File: src/rtl/bcd_pkg.sv
// Shared BCD constants, FSM encoding and digit helpers for the
// BCD <-> binary converters (double-dabble and reverse double-dabble).
package bcd_pkg;

  localparam int DIGIT_W = 4;

  // reverse double-dabble: subtract 3 from any digit >= 8
  localparam logic [3:0] CORR_THRESH = 4'd8;
  localparam logic [3:0] CORR_SUB    = 4'd3;

  // forward double-dabble (display path): add 3 to any digit >= 5
  localparam logic [3:0] ADD3_THRESH = 4'd5;
  localparam logic [3:0] ADD3_VAL    = 4'd3;

  localparam logic [3:0] BCD_MAX_DIGIT = 4'd9;

  typedef enum logic [1:0] {
    ST_IDLE    = 2'd0,
    ST_CONVERT = 2'd1,
    ST_DONE    = 2'd2
  } state_t;

  function automatic logic digit_bad(
    input logic [DIGIT_W-1:0] d
  );
    return d > BCD_MAX_DIGIT;
  endfunction

  function automatic logic [DIGIT_W-1:0] digit_add3(
    input logic [DIGIT_W-1:0] d
  );
    return (d >= ADD3_THRESH) ? d + ADD3_VAL : d;
  endfunction

endpackage

File: src/rtl/bcd_digit_corr.sv
// One BCD digit correction for reverse double-dabble.
// Ports: d_in (4-bit digit after shift), d_out (d_in-3 if d_in>=8).
module bcd_digit_corr
  import bcd_pkg::*;
(
  input  logic [DIGIT_W-1:0] d_in,
  output logic [DIGIT_W-1:0] d_out
);

  // 4-bit subtract; never borrows into the next digit
  always_comb begin
    d_out = d_in;
    if (d_in >= CORR_THRESH)
      d_out = d_in - CORR_SUB;
  end

endmodule

File: src/rtl/bcd_to_binary.sv
// Sequential reverse double-dabble: packed BCD -> binary, one shift/cycle.
// Ports: clk, reset (sync, active-high), start, bcd_in[4*DIGITS-1:0]
//   -> busy, done (1-cycle pulse), binary_out[BIN_W-1:0], error, clamped.
// Optional: define BCD_CLAMP_EN to clamp the result to MAX_VAL.
module bcd_to_binary
  import bcd_pkg::*;
#(
  parameter int DIGITS  = 4,
  parameter int BIN_W   = 14,
  parameter int MAX_VAL = 2047
) (
  input  logic                      clk,
  input  logic                      reset,
  input  logic                      start,
  input  logic [DIGIT_W*DIGITS-1:0] bcd_in,
  output logic                      busy,
  output logic                      done,
  output logic [BIN_W-1:0]          binary_out,
  output logic                      error,
  output logic                      clamped
);

  localparam int BCD_W = DIGIT_W * DIGITS;
  localparam int CNT_W = $clog2(BIN_W + 1);

  if (((10 ** DIGITS) - 1 >= (1 << BIN_W)) ||
      (MAX_VAL >= (1 << BIN_W))) begin : g_bad_cfg
    $error("bcd_to_binary: BIN_W too narrow");
  end

  state_t state_q, state_d;

  logic [BCD_W-1:0] bcd_q, bcd_d;
  logic [BCD_W-1:0] bcd_sh, bcd_corr;
  logic [BIN_W-1:0] bin_q, bin_d, bin_sh;
  logic [BIN_W-1:0] bout_q, bout_d;
  logic [CNT_W-1:0] cnt_q, cnt_d;
  logic             done_q, done_d;
  logic             err_q, err_d;
  logic             clamp_q, clamp_d;
  logic             in_bad;
  logic             last_shift;

  // {bcd, bin} >> 1: bcd LSB falls into bin MSB
  assign bcd_sh = bcd_q >> 1;
  assign bin_sh = {bcd_q[0], bin_q[BIN_W-1:1]};

  for (genvar g = 0; g < DIGITS; g++) begin : g_corr
    bcd_digit_corr u_corr (
      .d_in  (bcd_sh[g*DIGIT_W +: DIGIT_W]),
      .d_out (bcd_corr[g*DIGIT_W +: DIGIT_W])
    );
  end

  always_comb begin
    in_bad = 1'b0;
    for (int i = 0; i < DIGITS; i++)
      in_bad = in_bad | digit_bad(bcd_in[i*DIGIT_W +: DIGIT_W]);
  end

  assign last_shift = (cnt_q == CNT_W'(1));

  // state register and datapath flops
  always_ff @(posedge clk) begin
    if (reset) begin
      state_q <= ST_IDLE;
      bcd_q   <= '0;
      bin_q   <= '0;
      cnt_q   <= '0;
      bout_q  <= '0;
      done_q  <= 1'b0;
      err_q   <= 1'b0;
      clamp_q <= 1'b0;
    end else begin
      state_q <= state_d;
      bcd_q   <= bcd_d;
      bin_q   <= bin_d;
      cnt_q   <= cnt_d;
      bout_q  <= bout_d;
      done_q  <= done_d;
      err_q   <= err_d;
      clamp_q <= clamp_d;
    end
  end

  // next-state logic
  always_comb begin
    state_d = state_q;
    unique case (state_q)
      ST_IDLE: begin
        if (start)
          state_d = in_bad ? ST_DONE : ST_CONVERT;
      end
      ST_CONVERT: begin
        if (last_shift)
          state_d = ST_DONE;
      end
      ST_DONE: state_d = ST_IDLE;
      default: state_d = ST_IDLE;
    endcase
  end

  // datapath / output logic; results are registered on the edge
  // entering DONE so they are valid during the DONE cycle
  always_comb begin
    bcd_d   = bcd_q;
    bin_d   = bin_q;
    cnt_d   = cnt_q;
    bout_d  = bout_q;
    done_d  = 1'b0;
    err_d   = err_q;
    clamp_d = clamp_q;
    unique case (state_q)
      ST_IDLE: begin
        if (start) begin
          bcd_d   = bcd_in;
          bin_d   = '0;
          err_d   = 1'b0;
          clamp_d = 1'b0;
          cnt_d   = CNT_W'(BIN_W);
          if (in_bad) begin
            cnt_d  = '0;
            done_d = 1'b1;
            err_d  = 1'b1;
            bout_d = '0;
          end
        end
      end
      ST_CONVERT: begin
        bcd_d = bcd_corr;
        bin_d = bin_sh;
        cnt_d = cnt_q - CNT_W'(1);
        if (last_shift) begin
          done_d = 1'b1;
`ifdef BCD_CLAMP_EN
          if (bin_sh > BIN_W'(MAX_VAL)) begin
            bout_d  = BIN_W'(MAX_VAL);
            clamp_d = 1'b1;
          end else begin
            bout_d  = bin_sh;
            clamp_d = 1'b0;
          end
`else
          bout_d  = bin_sh;
          clamp_d = 1'b0;
`endif
        end
      end
      default: ;
    endcase
  end

  assign busy       = (state_q == ST_CONVERT);
  assign done       = done_q;
  assign binary_out = bout_q;
  assign error      = err_q;
  assign clamped    = clamp_q;

endmodule

File: config.mk
export PLATFORM = sky130hd
export DESIGN_NAME = bcd_to_binary
export DESIGN_NICKNAME = d
export VERILOG_FILES = /design/src/rtl/bcd_pkg.sv /design/src/rtl/bcd_digit_corr.sv /design/src/rtl/bcd_to_binary.sv
export SDC_FILE = /design/constraint.sdc
export NUM_CORES = 1
export LEC_CHECK = 0
export CAP_MARGIN = 20
export CORE_MARGIN = 4
export CORE_UTILIZATION = 40
export CTS_CLUSTER_SIZE = 28
export DETAILED_ROUTE_END_ITERATION = 10
export PLACE_DENSITY_LB_ADDON = 0.08
export RECOVER_POWER = 100
export SETUP_SLACK_MARGIN = 0.02
export SKIP_LAST_GASP = 1
export SYNTH_ARGS = -nofsm -noshare
export SYNTH_HDL_FRONTEND = slang
export SYNTH_HIERARCHICAL = 1
export SYNTH_SLANG_ARGS = --single-unit
File: constraint.sdc
create_clock -name clk -period 1.75 [get_ports clk]
set_clock_uncertainty 0.15 [all_clocks]
set_input_delay 0.2625 -clock clk [delete_from_list [all_inputs] [get_ports clk]]
set_output_delay 0.2625 -clock clk [all_outputs]
set_load 0.005 [all_outputs]
==> impl_metrics.sql <==
INSERT INTO impl_metrics (metric_group, metric, value, unit) VALUES
('synthesis', 'synth.distinct_cells', '35', ''),
('placement', 'buffer_ports.inserted', '35', ''),
('synthesis', 'netlist.area_leader.share', '0.3982', ''),
('run_status', 'outcome', 'complete, no violations', ''),
('clocking', 'root_buffer', 'clkbuf_8', ''),
('flow_run', 'maxCapViolations', '0', ''),
('grt', 'grt_pass1_wl', '10.09', 'mm'),
('clocking', 'clk-insertion-delay-late', '310', 'ps'),
('power_and_ir_drop', 'power_density', '753.5', 'nW/um^2'),
('layout', 'final.fill_count', '592', ''),
('grt', 'first_global_vias', '1995', ''),
('routing', 'detail_route.wirelength', '6.119', 'mm'),
('synthesis', 'synth-edff-count', '0', ''),
('critical_path', 'critical_path.top_delay_family', 'buffers and inverters', ''),
('floorplan', 'placementRows', '28', ''),
('layout', 'nets', '373', ''),
('clocking', 'number_of_buffers_inserted_during_clock_tree_synthesis', '5', ''),
('synthesis', 'post_syn_instances', '297', ''),
('layout', 'postLayoutCellArea', '3196', 'um^2'),
('timing', 'timing_max_transition_violations_final', '0', ''),
('placement', 'globalplace.congestion', '0.8165', ''),
('timing', 'finalCriticalPeriod', '1674', 'ps'),
('clocking', 'clkSlewWorstSetupHoldPaths', '100', 'ps'),
('synthesis', 'synth.cell_area', '2564', 'um^2'),
('timing', 'hold_viol_final', '0', ''),
('timing', 'final.period_utilization', '0.9567', ''),
('floorplan', 'die_y', '88.06', 'um'),
('synthesis', 'synth_top_area_cell', 'dfxtp_1', ''),
('routing', 'viasPerCell', '5.350', ''),
('power_and_ir_drop', 'max-vdd-ir-drop', '0.4536', 'mV'),
('timing', 'fin_setup_tns', '0', 'ps'),
('critical_path', 'critical-path-slowest-cell', 'dlygate4sd3_1', ''),
('routing', 'first_iter_violations', '121', ''),
('power_and_ir_drop', 'power_switching_share', '0.2787', ''),
('layout', 'seq_area', '1022', 'um^2'),
('critical_path', 'timing.critical_path.arrival', '1260', 'ps'),
('critical_path', 'crit_path_cell_trace', 'dlygate4sd3_1', ''),
('hold_path', 'timing.hold.worst.class', 'in2reg', ''),
('critical_path', 'cp_max_fo', '3', ''),
('synthesis', 'ys_warn_count', '6', ''),
('power_and_ir_drop', 'sw_pwr', '0.6710', 'mW'),
('synthesis', 'synth.area.top_cells', 'dfxtp_1 (40%), ha_1 (4.9%), nor2_1 (4.8%), mux2i_1 (4.7%), a211oi_1 (4.4%)', ''),
('placement', 'post_dp_cell_area', '3105', 'um^2'),
('clocking', 'cts-htree-levels', '2', ''),
('grt', 'global_route.usage.total', '0.1655', ''),
('power_and_ir_drop', 'cell_internal_pwr', '1.737', 'mW'),
('synthesis', 'ys_dominant_reg_cell', 'dfxtp_1', ''),
('floorplan', 'core_area', '6061', 'um^2'),
('routing', 'drt.antenna.violating_nets', '0', ''),
('critical_path', 'start_kind', 'register', ''),
('floorplan', 'boundaryPins', '37', ''),
('floorplan', 'dieWidth', '88.06', 'um'),
('timing', 'worst_hold_slack', '151.4', 'ps'),
('critical_path', 'cp.buffers_inverters', '1', ''),
('clocking', 'tritoncts', 'yes', ''),
('layout', 'area_growth_syn_to_layout', '24.65', '%'),
('clocking', 'post_cts_hold_buffer_count', '0', ''),
('critical_path', 'cp_num_cells', '1', ''),
('critical_path', 'critPathRequiredTime', '1340', 'ps'),
('timing', 'grt_setup_unrepaired', 'false', ''),
('power_and_ir_drop', 'power', '2.408', 'mW'),
('critical_path', 'critPathKind', 'reg2out', ''),
('routing', 'drt_drc_violations_left', '0', ''),
('power_and_ir_drop', 'pleak', '1.227', 'nW'),
('placement', 'post-dp-hpwl', '4.282', 'mm'),
('grt', 'global_route.overflow_total', '0', ''),
('timing', 'finalSetupViolCount', '0', ''),
('critical_path', 'ff2ff_path_depth', '5', ''),
('power_and_ir_drop', 'power_frac_seq', '0.526', ''),
('grt', 'antenna_found_initial', '0', ''),
('power_and_ir_drop', 'clockPowerShare', '0.304', '');
==> registers in the layout, summed over array words and instances, names as in the netlist <==
name	cells
bcd_q	16
binary_out	14
bin_q	13
cnt_q	4
state_q	2
done	1
error	1
==> power groups by stage <==
stage	Combinational [mW]	Sequential, mW	Clock, mW
2_1_floorplan	0.270	1.28	0
3_3_place_gp	0.416	1.29	0
3_5_place_dp	0.417	1.29	0
4_1_cts	0.423	1.27	0.759
5_1_grt	0.460	1.28	0.799
6_report	0.409	1.27	0.732
==> routing by layer <==
layer	track usage	up-vias	wire [um]
met4	0.04121	0	51
met1	0.2610	1044	3158
met2	0.2301	50	2538
li1	-	1148	-
met5	0	-	0
met3	0.02916	5	371
==> logic make-up (layout without fill, tap and decap cells) <==
kind of cell               Yosys count  after routing  synth area share
AOI/OAI and AO/OA                   71             71            0.1864
adders and majority gates           10             10           0.04880
muxes                               12             12           0.04685
xor gates and xnor gates             8              8           0.02733
DFF                                 51             51            0.3982
other                                1              6          0.001463
and+or+nand+nor                    106            106            0.2172
buffers and inverters               38             81           0.07369
==> layout make-up <==
class                      count  area share
multi-input combinational    213      0.4303
sequential                    51      0.3199
timing repair buffer          61      0.1746
tap                           75     0.02937
clock buffer                   6     0.02584
inverter                      12     0.01488
clock inverter                 2    0.005090
==> final timing paths <==
check                      from       endpoint  slack (ps)
setup / recovery  binary_out[2]  binary_out[2]          80
hold / removal            reset       bin_q[9]         150
setup reg to reg     state_q[1]       cnt_q[3]         170
hold reg to reg   binary_out[8]  binary_out[8]         360
==> cell usage after synthesis, types with 5 or more instances <==
cell      count
dfxtp_1      51
nor2_1       33
a211oi_1     15
nand3b_1     15
a22oi_1      14
a31oi_1      14
nand2_1      14
nand3_1      14
nand4_1      14
mux2i_1      12
buf_2        11
inv_1        11
o21ai_0      11
ha_1         10
a21oi_1       9
clkbuf_1      8
nand2b_1      5
==> layout by cell type, fill, tap and decap left out, drive strengths merged, types with 12 or more instances in the layout <==
cell type and n:
nand3b 15, nand2 14, buf 22, a22oi 14, a31oi 14, clkdlybuf4s50 22, nand4 14, inv 12
nand3 15, a211oi 16, nor2 33, mux2i 12, dfxtp 51
==> stage by stage <==
stage | worst slack, ps | cells
floorplan | 259.3 | 302
global placement | -209.3 | 411
detailed placement | -234.0 | 411
CTS | 96.73 | 420
global route | 27.61 | 420
finish | 75.79 | 420
==> repair_timing <==
item	CTS	global route
buffers inserted	1	0
endpoints found under the setup margin	1	14
gates resized for setup	4	2
Note: power is estimated with default switching activity, not from simulation.
